<file path="config.mk">
export PLATFORM = sky130hd
export DESIGN_NAME = seq_bank1_slot_table
export DESIGN_NICKNAME = d
export VERILOG_FILES = /design/src/rtl/seq_bank1_pkg.sv /design/src/rtl/seq_bank1_slot.sv /design/src/rtl/seq_bank1_slot_table.sv
export SDC_FILE = /design/constraint.sdc
export NUM_CORES = 2
export LEC_CHECK = 0
export BUFFER_PORTS_ARGS = -buffer_cell sky130_fd_sc_hd__buf_2
export CAP_MARGIN = 10
export CORE_MARGIN = 3
export CORE_UTILIZATION = 58
export CTS_BUF_LIST = sky130_fd_sc_hd__clkbuf_8
export DETAILED_ROUTE_END_ITERATION = 10
export PLACE_DENSITY_LB_ADDON = 0.2
export SLEW_MARGIN = 15
export SYNTH_ARGS = -nofsm -noshare
export SYNTH_HDL_FRONTEND = slang
export SYNTH_SLANG_ARGS = --single-unit
export TNS_END_PERCENT = 100
</file>
<file path="constraint.sdc">
create_clock -name clk -period 2.5 [get_ports clk]
set_clock_uncertainty 0.2 [all_clocks]
set_input_delay 0.25 -clock clk [delete_from_list [all_inputs] [get_ports clk]]
set_output_delay 0.25 -clock clk [all_outputs]
set_load 0.03 [all_outputs]
</file>
<file path="src/rtl/seq_bank1_pkg.sv">
// Shared encodings for the bank1 descriptor slot table: slot status values and write field codes.
package seq_bank1_pkg;

    localparam logic [1:0] ST_IDLE    = 2'b00;
    localparam logic [1:0] ST_PENDING = 2'b01;
    localparam logic [1:0] ST_RUNNING = 2'b10;
    localparam logic [1:0] ST_DONE    = 2'b11;

    localparam logic [2:0] FLD_SRC_ADDR = 3'd0;
    localparam logic [2:0] FLD_SRC_SIZE = 3'd1;
    localparam logic [2:0] FLD_DST_ADDR = 3'd2;
    localparam logic [2:0] FLD_DST_SIZE = 3'd3;
    localparam logic [2:0] FLD_STATUS   = 3'd4;

endpackage

</file>
<file path="src/rtl/seq_bank1_slot.sv">
// One bank1 descriptor slot: field registers, status FSM and saturating cycle profile counter.
module seq_bank1_slot
    import seq_bank1_pkg::*;
#(
    parameter int SRC_ADDR_W = 32,
    parameter int SRC_SIZE_W = 26,
    parameter int DST_ADDR_W = 32,
    parameter int DST_SIZE_W = 26,
    parameter int PROFILE_W  = 32,
    parameter int DATA_W     = 32
) (
    input  logic                  clk,
    input  logic                  reset,
    input  logic                  wr_sel_i,
    input  logic [2:0]            wr_field_i,
    input  logic [DATA_W-1:0]     wr_data_i,
    input  logic                  start_i,
    input  logic                  finish_i,
    output logic [SRC_ADDR_W-1:0] src_addr_o,
    output logic [SRC_SIZE_W-1:0] src_size_o,
    output logic [DST_ADDR_W-1:0] dst_addr_o,
    output logic [DST_SIZE_W-1:0] dst_size_o,
    output logic [1:0]            status_o,
    output logic [PROFILE_W-1:0]  profile_o,
    output logic                  wr_reject_o
);

    logic [SRC_ADDR_W-1:0] src_addr_q, src_addr_d;
    logic [SRC_SIZE_W-1:0] src_size_q, src_size_d;
    logic [DST_ADDR_W-1:0] dst_addr_q, dst_addr_d;
    logic [DST_SIZE_W-1:0] dst_size_q, dst_size_d;
    logic [1:0]            status_q, status_d;
    logic [PROFILE_W-1:0]  profile_q, profile_d;
    logic                  running;

    assign running = (status_q == ST_RUNNING);

    // NOTE: every variable gets its hold value first so no path leaves it unassigned (no latch).
    always_comb begin
        src_addr_d  = src_addr_q;
        src_size_d  = src_size_q;
        dst_addr_d  = dst_addr_q;
        dst_size_d  = dst_size_q;
        status_d    = status_q;
        profile_d   = profile_q;
        wr_reject_o = 1'b0;

        if (wr_sel_i) begin
            case (wr_field_i)
                FLD_SRC_ADDR, FLD_SRC_SIZE, FLD_DST_ADDR, FLD_DST_SIZE: begin
                    if (running) begin
                        wr_reject_o = 1'b1;
                    end else begin
                        status_d = ST_PENDING;
                        case (wr_field_i)
                            FLD_SRC_ADDR: src_addr_d = wr_data_i[SRC_ADDR_W-1:0];
                            FLD_SRC_SIZE: src_size_d = wr_data_i[SRC_SIZE_W-1:0];
                            FLD_DST_ADDR: dst_addr_d = wr_data_i[DST_ADDR_W-1:0];
                            default:      dst_size_d = wr_data_i[DST_SIZE_W-1:0];
                        endcase
                    end
                end
                FLD_STATUS: begin
                    if (running) wr_reject_o = 1'b1;
                    else         status_d    = wr_data_i[1:0];
                end
                default: ;
            endcase
        end

        // Sequencer events are evaluated after the write so their status change wins.
        if (running && profile_q != '1) profile_d = profile_q + 1'b1;
        if (start_i) begin
            if (status_q == ST_PENDING) begin
                status_d  = ST_RUNNING;
                profile_d = '0;
            end
        end else if (finish_i && running) begin
            status_d = ST_DONE;
        end
    end

    // NOTE: the slot registers are a handful of flops, not a RAM, so all of them take the reset.
    always_ff @(posedge clk or negedge reset) begin
        if (!reset) begin
            src_addr_q <= '0;
            src_size_q <= '0;
            dst_addr_q <= '0;
            dst_size_q <= '0;
            status_q   <= ST_IDLE;
            profile_q  <= '0;
        end else begin
            // NOTE: non-blocking so every flop samples pre-edge values.
            src_addr_q <= src_addr_d;
            src_size_q <= src_size_d;
            dst_addr_q <= dst_addr_d;
            dst_size_q <= dst_size_d;
            status_q   <= status_d;
            profile_q  <= profile_d;
        end
    end

    assign src_addr_o = src_addr_q;
    assign src_size_o = src_size_q;
    assign dst_addr_o = dst_addr_q;
    assign dst_size_o = dst_size_q;
    assign status_o   = status_q;
    assign profile_o  = profile_q;

endmodule

</file>
<file path="src/rtl/seq_bank1_slot_table.sv">
// Bank1 descriptor store: decodes write/sequencer ports onto per-slot enables and muxes the read port.
module seq_bank1_slot_table
    import seq_bank1_pkg::*;
#(
    parameter int BANK1_INDEX_WIDTH    = 3,
    parameter int BANK1_SRC_ADDR_WIDTH = 32,
    parameter int BANK1_SRC_SIZE_WIDTH = 26,
    parameter int BANK1_DST_ADDR_WIDTH = 32,
    parameter int BANK1_DST_SIZE_WIDTH = 26,
    parameter int BANK1_STATUS_WIDTH   = 2,
    parameter int BANK1_PROFILE_WIDTH  = 32,
    parameter int DATA_WIDTH           = 32
) (
    input  logic                            clk,
    input  logic                            reset,
    input  logic                            wr_en,
    input  logic [BANK1_INDEX_WIDTH-1:0]    wr_index,
    input  logic [2:0]                      wr_field,
    input  logic [DATA_WIDTH-1:0]           wr_data,
    output logic                            wr_err,
    input  logic                            rd_req,
    input  logic [BANK1_INDEX_WIDTH-1:0]    rd_index,
    output logic [BANK1_SRC_ADDR_WIDTH-1:0] rd_src_addr,
    output logic [BANK1_SRC_SIZE_WIDTH-1:0] rd_src_size,
    output logic [BANK1_DST_ADDR_WIDTH-1:0] rd_dst_addr,
    output logic [BANK1_DST_SIZE_WIDTH-1:0] rd_dst_size,
    output logic [BANK1_STATUS_WIDTH-1:0]   rd_status,
    output logic [BANK1_PROFILE_WIDTH-1:0]  rd_profile,
    output logic                            rd_ready,
    input  logic [BANK1_INDEX_WIDTH-1:0]    seq_index,
    input  logic                            seq_start,
    input  logic                            seq_finish,
    output logic [BANK1_STATUS_WIDTH-1:0]   seq_slot_status
);

    localparam int SLOTS = 2 ** BANK1_INDEX_WIDTH;

    logic [BANK1_SRC_ADDR_WIDTH-1:0] src_addr_a [SLOTS];
    logic [BANK1_SRC_SIZE_WIDTH-1:0] src_size_a [SLOTS];
    logic [BANK1_DST_ADDR_WIDTH-1:0] dst_addr_a [SLOTS];
    logic [BANK1_DST_SIZE_WIDTH-1:0] dst_size_a [SLOTS];
    logic [BANK1_STATUS_WIDTH-1:0]   status_a   [SLOTS];
    logic [BANK1_PROFILE_WIDTH-1:0]  profile_a  [SLOTS];
    logic [SLOTS-1:0]                reject_vec;
    logic                            wr_err_q, wr_err_d;

    for (genvar g = 0; g < SLOTS; g++) begin : g_slot
        seq_bank1_slot #(
            .SRC_ADDR_W (BANK1_SRC_ADDR_WIDTH),
            .SRC_SIZE_W (BANK1_SRC_SIZE_WIDTH),
            .DST_ADDR_W (BANK1_DST_ADDR_WIDTH),
            .DST_SIZE_W (BANK1_DST_SIZE_WIDTH),
            .PROFILE_W  (BANK1_PROFILE_WIDTH),
            .DATA_W     (DATA_WIDTH)
        ) u_slot (
            .clk         (clk),
            .reset       (reset),
            .wr_sel_i    (wr_en && (wr_index == BANK1_INDEX_WIDTH'(g))),
            .wr_field_i  (wr_field),
            .wr_data_i   (wr_data),
            .start_i     (seq_start && (seq_index == BANK1_INDEX_WIDTH'(g))),
            .finish_i    (seq_finish && (seq_index == BANK1_INDEX_WIDTH'(g))),
            .src_addr_o  (src_addr_a[g]),
            .src_size_o  (src_size_a[g]),
            .dst_addr_o  (dst_addr_a[g]),
            .dst_size_o  (dst_size_a[g]),
            .status_o    (status_a[g]),
            .profile_o   (profile_a[g]),
            .wr_reject_o (reject_vec[g])
        );
    end

    assign wr_err_d = |reject_vec;

    always_ff @(posedge clk or negedge reset) begin
        if (!reset) wr_err_q <= 1'b0;
        else        wr_err_q <= wr_err_d;
    end

    assign wr_err = wr_err_q;

    // Read port shows registered contents, so a same-cycle update is seen only after the edge.
    always_comb begin
        rd_src_addr = '0;
        rd_src_size = '0;
        rd_dst_addr = '0;
        rd_dst_size = '0;
        rd_status   = '0;
        rd_profile  = '0;
        if (rd_req) begin
            rd_src_addr = src_addr_a[rd_index];
            rd_src_size = src_size_a[rd_index];
            rd_dst_addr = dst_addr_a[rd_index];
            rd_dst_size = dst_size_a[rd_index];
            rd_status   = status_a[rd_index];
            rd_profile  = profile_a[rd_index];
        end
    end

    assign rd_ready        = rd_req;
    assign seq_slot_status = status_a[seq_index];

endmodule

</file>
== After elaboration in Yosys (flattened, before gate mapping) ==
Index checks and enable logic that the tools add are counted.
Widths: inputs -> output; s select.

* Register bits after elaboration: 1201
* Bits of input ports: 50
* Output and inout port bits: 154
* Word-level logic and storage cells: 322

* $add $sub $neg: 8
* Magnitude comparators: 2
* Equal/unequal tests: 42
* Muxes and demuxes: 131
* Bitwise operators: 11
* Reductions and logical operators: 79

{| class="wikitable"
|+ Operators with widths
! cell !! count
|-
| $mux 32 || 33
|-
| $bmux 32 s3 || 3
|-
| $add 32x1->32 const B || 8
|-
| $ne 32x32->1 const B || 8
|-
| $bmux 26 s3 || 2
|-
| $mux 26 || 6
|-
| $reduce_and 4->1 || 32
|-
| $mux 2 || 53
|-
| $logic_and 1x1->1 || 40
|-
| $pmux 2 s2 || 8
|-
| $eq 3x3->1 const B || 9
|-
| $mux 1 || 24
|-
| $eq 3x2->1 const B || 6
|-
| $eq 2x1->1 const B || 8
|-
| $eq 2x2->1 const B || 8
|-
| $bmux 2 s3 || 2
|-
| $eq 3x1->1 const B || 3
|-
| $logic_not 3->1 || 3
|-
| $not 1->1 || 9
|-
| $ge 4x4->1 const B || 2
|-
| $not 3->4 || 2
|-
| $reduce_or 8->1 || 1
|-
| $reduce_or 5->1 || 1
|-
| $reduce_or 4->1 || 1
|-
| $reduce_or 3->1 || 1
|}

== Depth between registers and ports, before layout ==
* Word-level depth: 6
* Depth in mapped cells: 9
* Gate-level depth less buffers: 6

== Modules after synthesis ==
A second synthesis with hierarchy kept.

* Cell total of the unflattened synthesis: 4812
* Area total of the unflattened synthesis: 60625.6 sq um

{| class="wikitable"
|+ By module, submodules not included
! module !! times used !! cells each !! area an instance (sq um) !! seq. area each (sq um)
|-
| seq_bank1_slot at g_slot[0].u_slot ... || 7 || 467 || 6234.7 || 3753.6
|-
| seq_bank1_slot_table || 1 || 1085 || 10764.1 || 25.0
|-
| seq_bank1_slot at g_slot[7].u_slot || 1 || 458 || 6218.5 || 3753.6
|}

== Worst setup path before layout ==
No wires, ideal clock.

* Path type: reg2reg
* Start: register g_slot[3].u_slot.profile_q[0]
* End: register g_slot[3].u_slot.profile_q[30]
* Setup time: 0.136 ns
* Data arrival time: 2.225 ns
* Slack: -0.062 ns
* Stages on the path, launching flop included: 8
* Buffers on the path: 1
* Cells stage by stage: dfrtp_1 ha_1 nand4_1 or4_1 or3_1 clkbuf_1 o41ai_1 a21oi_1

* Longest elaborated chain between the ends: 5
* Elaborated cells on any way between the ends: 6
* Those cells by class: add/sub (1); eq/ne (1); mux (3); reduce/logical (1)

{| class="wikitable"
|+ Ends and longest elaborated chain
! element !! line !! RTL
|-
| start, declared || seq_bank1_slot.sv:33 || <nowiki>logic [PROFILE_W-1:0] profile_q, profile_d;</nowiki>
|-
| start signal, assigned || seq_bank1_slot.sv:99 || <nowiki>profile_q <= profile_d;</nowiki>
|-
| branches (longest 2 deep; another with $add 32x1->32) || n/a ||
|-
| $mux 32 * || seq_bank1_slot.sv:72 || <nowiki>if (running && profile_q != '1) profile_d = profile_q + 1'b1;</nowiki>
|-
| $mux 32 || seq_bank1_slot.sv:74 || <nowiki>if (status_q == ST_PENDING) begin</nowiki>
|-
| $mux 32 * || seq_bank1_slot.sv:73 || <nowiki>if (start_i) begin</nowiki>
|-
| net g_slot[3].u_slot.profile_d[30] || seq_bank1_slot.sv:33 ||
|}

Mark *: on every way through the listed nets, which the timed path passes.
A chain may end at the register's enable or synchronous reset.

== Worst setup path in the final report ==
* Start: register g_slot[4].u_slot.profile_q[11]
* End: output rd_profile[11]

* Longest elaborated chain between the ends: 4

{| class="wikitable"
|+ Ends and longest elaborated chain
! element !! line !! RTL
|-
| start, declared || seq_bank1_slot.sv:33 ||
|-
| start signal, assigned || seq_bank1_slot.sv:99 ||
|-
| $bmux 32 s3 || seq_bank1_slot_table.sv:96 || <nowiki>rd_profile = profile_a[rd_index];</nowiki>
|-
| $mux 32 (implied by the code) (2 in a row) || seq_bank1_slot_table.sv:96 ||
|-
| $mux 32 || seq_bank1_slot_table.sv:90 || <nowiki>if (rd_req) begin</nowiki>
|-
| end, declared || seq_bank1_slot_table.sv:28 || <nowiki>output logic [BANK1_PROFILE_WIDTH-1:0] rd_profile,</nowiki>
|}

Every way passes these cells. The select of a mux whose other input is x is not followed.

==> impl_metrics.tcl <==
set metrics [dict create \
    outcome "finished, violations left" \
    violations "setup timing" \
    cp.required_ps 2050 \
    final_cells 6687 \
    cp.arrival_ps 2520 \
    post-place-ws_ps -171 \
    synth-edff-count 0 \
    design_area_um2 72800 \
    critical_path_buf_inv_count 2 \
    placed_area_um2 65400 \
    die_w_um 326 \
    path_clk_slew_ps 60 \
    peakVddDrop_mv 0.670 \
    fmax_mhz 337 \
    grt_overflow 0 \
    dieArea_um2 106000 \
    final_util_pct 72.2 \
    fin_setup_tns_ps -25660 \
    async_reset_ff_share_pct 100 \
    endpoint_kind "primary output" \
    synth.most_common_cell "dfrtp_1" \
    grt_pass1_wl_um 259000 \
    area_delta_synth_final_pct 22.4 \
    worst_pin_slew_ps 965 \
    via_per_inst 6.35 \
    worst_path_max_delay_cell "mux4_2" \
    critPathMaxStageDelay_ps 530 \
    synthCells 4498 \
    synth_common_cells "dfrtp_1, mux2_2, mux4_2" \
    initial_utilization_pct 59.0 \
    firstDrtPassIters 5 \
    synth-seq-area-share_pct 50.5 \
    power_density_nw_per_um2 874 \
    final_hold_viol_count 0 \
    cap_violations 0 \
    io_buffers 203 \
    synth.area.top_cells "dfrtp_1, mux2_2, mux4_2" \
    slew_violations 0 \
    clock_latency_ps 890 \
    final_layout_size_suffix_gt1_share_pct 48.3 \
    die_h_um 326 \
    vias 42500 \
    cts_inserted_buffers 194 \
    hpwlAfterDp_um 111000 \
    finalPower_mw 63.7 \
    yosysWarnings 0 \
    rsz0062_at_grt "true" \
    yosys.area.top_type "dfrtp_1" \
    fin_nets 5240 \
    rows 116 \
    crit_chain "buf_6 > mux4_2 > mux2i_2 > nor2b_1 > buf_4" \
    cts.sinks 1201 \
    core-area_um2 101000 \
    start_kind "register" \
    ys_types 71 \
    grt_pass1_vias 42800 \
    cts_tree "built" \
    setup_viol 198 \
    wl_per_cell_um 25.2 \
    critPathTopFamily "multiplexers" \
    synthesis.area_um2 59500 \
    cts_root_buf "clkbuf_8" \
    power_leakage_nw 32.9 \
    globalplace.congestion 0.976 \
    placed_cells 6106 \
    synth_ff_type "dfrtp_1" \
    drt_iter0_markers 3782 \
    syn_avg_cell_area_um2 13.2 \
    ys_ff_latch 1201 \
    yosysTopAreaCellShare_pct 50.5 \
    timing.final.ws_setup_ps -469 \
    grt_max_degree 101 \
    mappedNetlistNets 4556 \
    drc 0 \
    grt_use_total_pct 31.6 \
    hold-worst-slack_ps 36.8 \
    cts-htree-levels 4 \
    cts_buffer_depth 3 \
    totalWireLength_um 169000 \
    post-route-period-util_pct 119 \
    maxSlewHeadroom_pct 35.5 \
    fin_crit_ps 2970 \
    ant_nets 0 \
    path_class "reg -> out" \
    num_io_pins 204 \
    crit_fanout 2 \
    hold_class "in -> reg" \
    antenna_found_initial 8 \
]
[what timing repair did]
action | CTS | global route
pin swaps | 10 | 17
hold endpoints to repair | 2268 | 8
hold buffers | 55 | 1
buffers inserted | 144 | 88
cloned | 1 | 2
resized for setup | 402 | 118
setup endpoints to repair | 225 | 343
[routing by layer]
metal | GRT usage, % | share of wire [%] | routed length [um] | vias up
met5 | 0 | 0.020 | 34 | -
met4 | 11.0 | 3.5 | 5860 | 6
met3 | 5.95 | 7.3 | 12400 | 345
met2 | 49.9 | 47 | 80100 | 1613
met1 | 44.5 | 42 | 70400 | 22200
li1 | - | - | - | 18300
[sequential cells by signal, summed over array words and instances (netlist names)]
register and cells:
g_slot.u_slot.src_addr_o 256, g_slot.u_slot.status_o 16, g_slot.u_slot.dst_addr_o 256, g_slot.u_slot.profile_o 256, g_slot.u_slot.src_size_o 208, g_slot.u_slot.dst_size_o 208, wr_err 1
[where the power goes]
group          switching (mW)  internal, mW  total, mW
Combinational            8.90          9.81       18.7
Clock                    8.05          8.75       16.8
Sequential               4.06          24.1       28.1
Total                    21.0          42.6       63.7
[layout make-up]
type,count,area [um2]
clock inverter,99,539
fill,6570,28100
timing repair buffer,839,7940
inverter,23,86.3
antenna,6,15.0
multi-input combinational,2923,29100
tap,1357,1700
sequential,1201,30100
clock buffer,239,3290
[logic make-up (layout without fill, tap and decap cells)]
group / count (synthesis) / in the layout / share of synthesized area (%)
DFF: 1201 / 1201 / 50.5
AOI/OAI and AO/OA: 383 / 383 / 3.88
and+or+nand+nor: 1065 / 1066 / 10.0
other: 0 / 6 / 0
buffers and inverters: 375 / 1200 / 2.43
xor gates and xnor gates: 41 / 41 / 0.604
muxes: 1425 / 1425 / 32.3
adders and majority gates: 8 / 8 / 0.168
[worst min-delay path, delay by kind of cell]
| kind | cells | cell delay [ps] |
|---|---|---|
| buffers and inverters | 3 | 390 |
| AOI/OAI and AO/OA | 2 | 220 |
| and+or+nand+nor | 2 | 200 |
[layout by cell type, fill, tap and decap left out, types with 15 or more instances in the layout]
master,netlist,layout
dfrtp_1,1201,1129
nand2_2,0,16
nor4_1,25,16
or3_1,111,105
nand3_1,103,99
xor2_1,16,16
buf_4,1,551
or4_1,58,52
mux2i_4,0,29
and3_1,40,39
buf_6,1,79
mux2i_1,191,119
mux2i_2,0,43
nor3_1,31,29
mux2_2,924,922
clkinv_2,0,15
nor2b_1,161,120
mux4_2,304,304
a21oi_1,136,127
and2_1,18,18
o211ai_1,28,28
and4_1,32,29
buf_2,20,48
inv_1,23,92
nand2_1,210,193
buf_12,0,103
nand4_1,99,99
o21ai_0,117,113
clkbuf_8,0,239
nor2_4,0,16
dlygate4sd3_1,0,54
nor2b_2,0,29
nor2_1,107,90
o31ai_1,42,40
nand2b_1,25,25
xnor2_1,25,25
dfrtp_2,0,72
[path summary, 6_finish.rpt]
path	from	to	slack, ps	cells past startpoint
max	g_slot[4].u_slot.profile_o[11]	rd_profile[11]	-470	5
min	wr_index[2]	g_slot[7].u_slot.status_o[0]	40	7
max reg2reg	g_slot[3].u_slot.profile_o[0]	g_slot[3].u_slot.profile_o[30]	-50	7
min reg2reg	g_slot[7].u_slot.src_addr_o[27]	g_slot[7].u_slot.src_addr_o[27]	290	1
max in group asynchronous	reset	g_slot[4].u_slot.dst_size_o[0]	1000	4
min in group asynchronous	reset	g_slot[1].u_slot.profile_o[5]	510	4
Power figures use the tool's default switching activity.
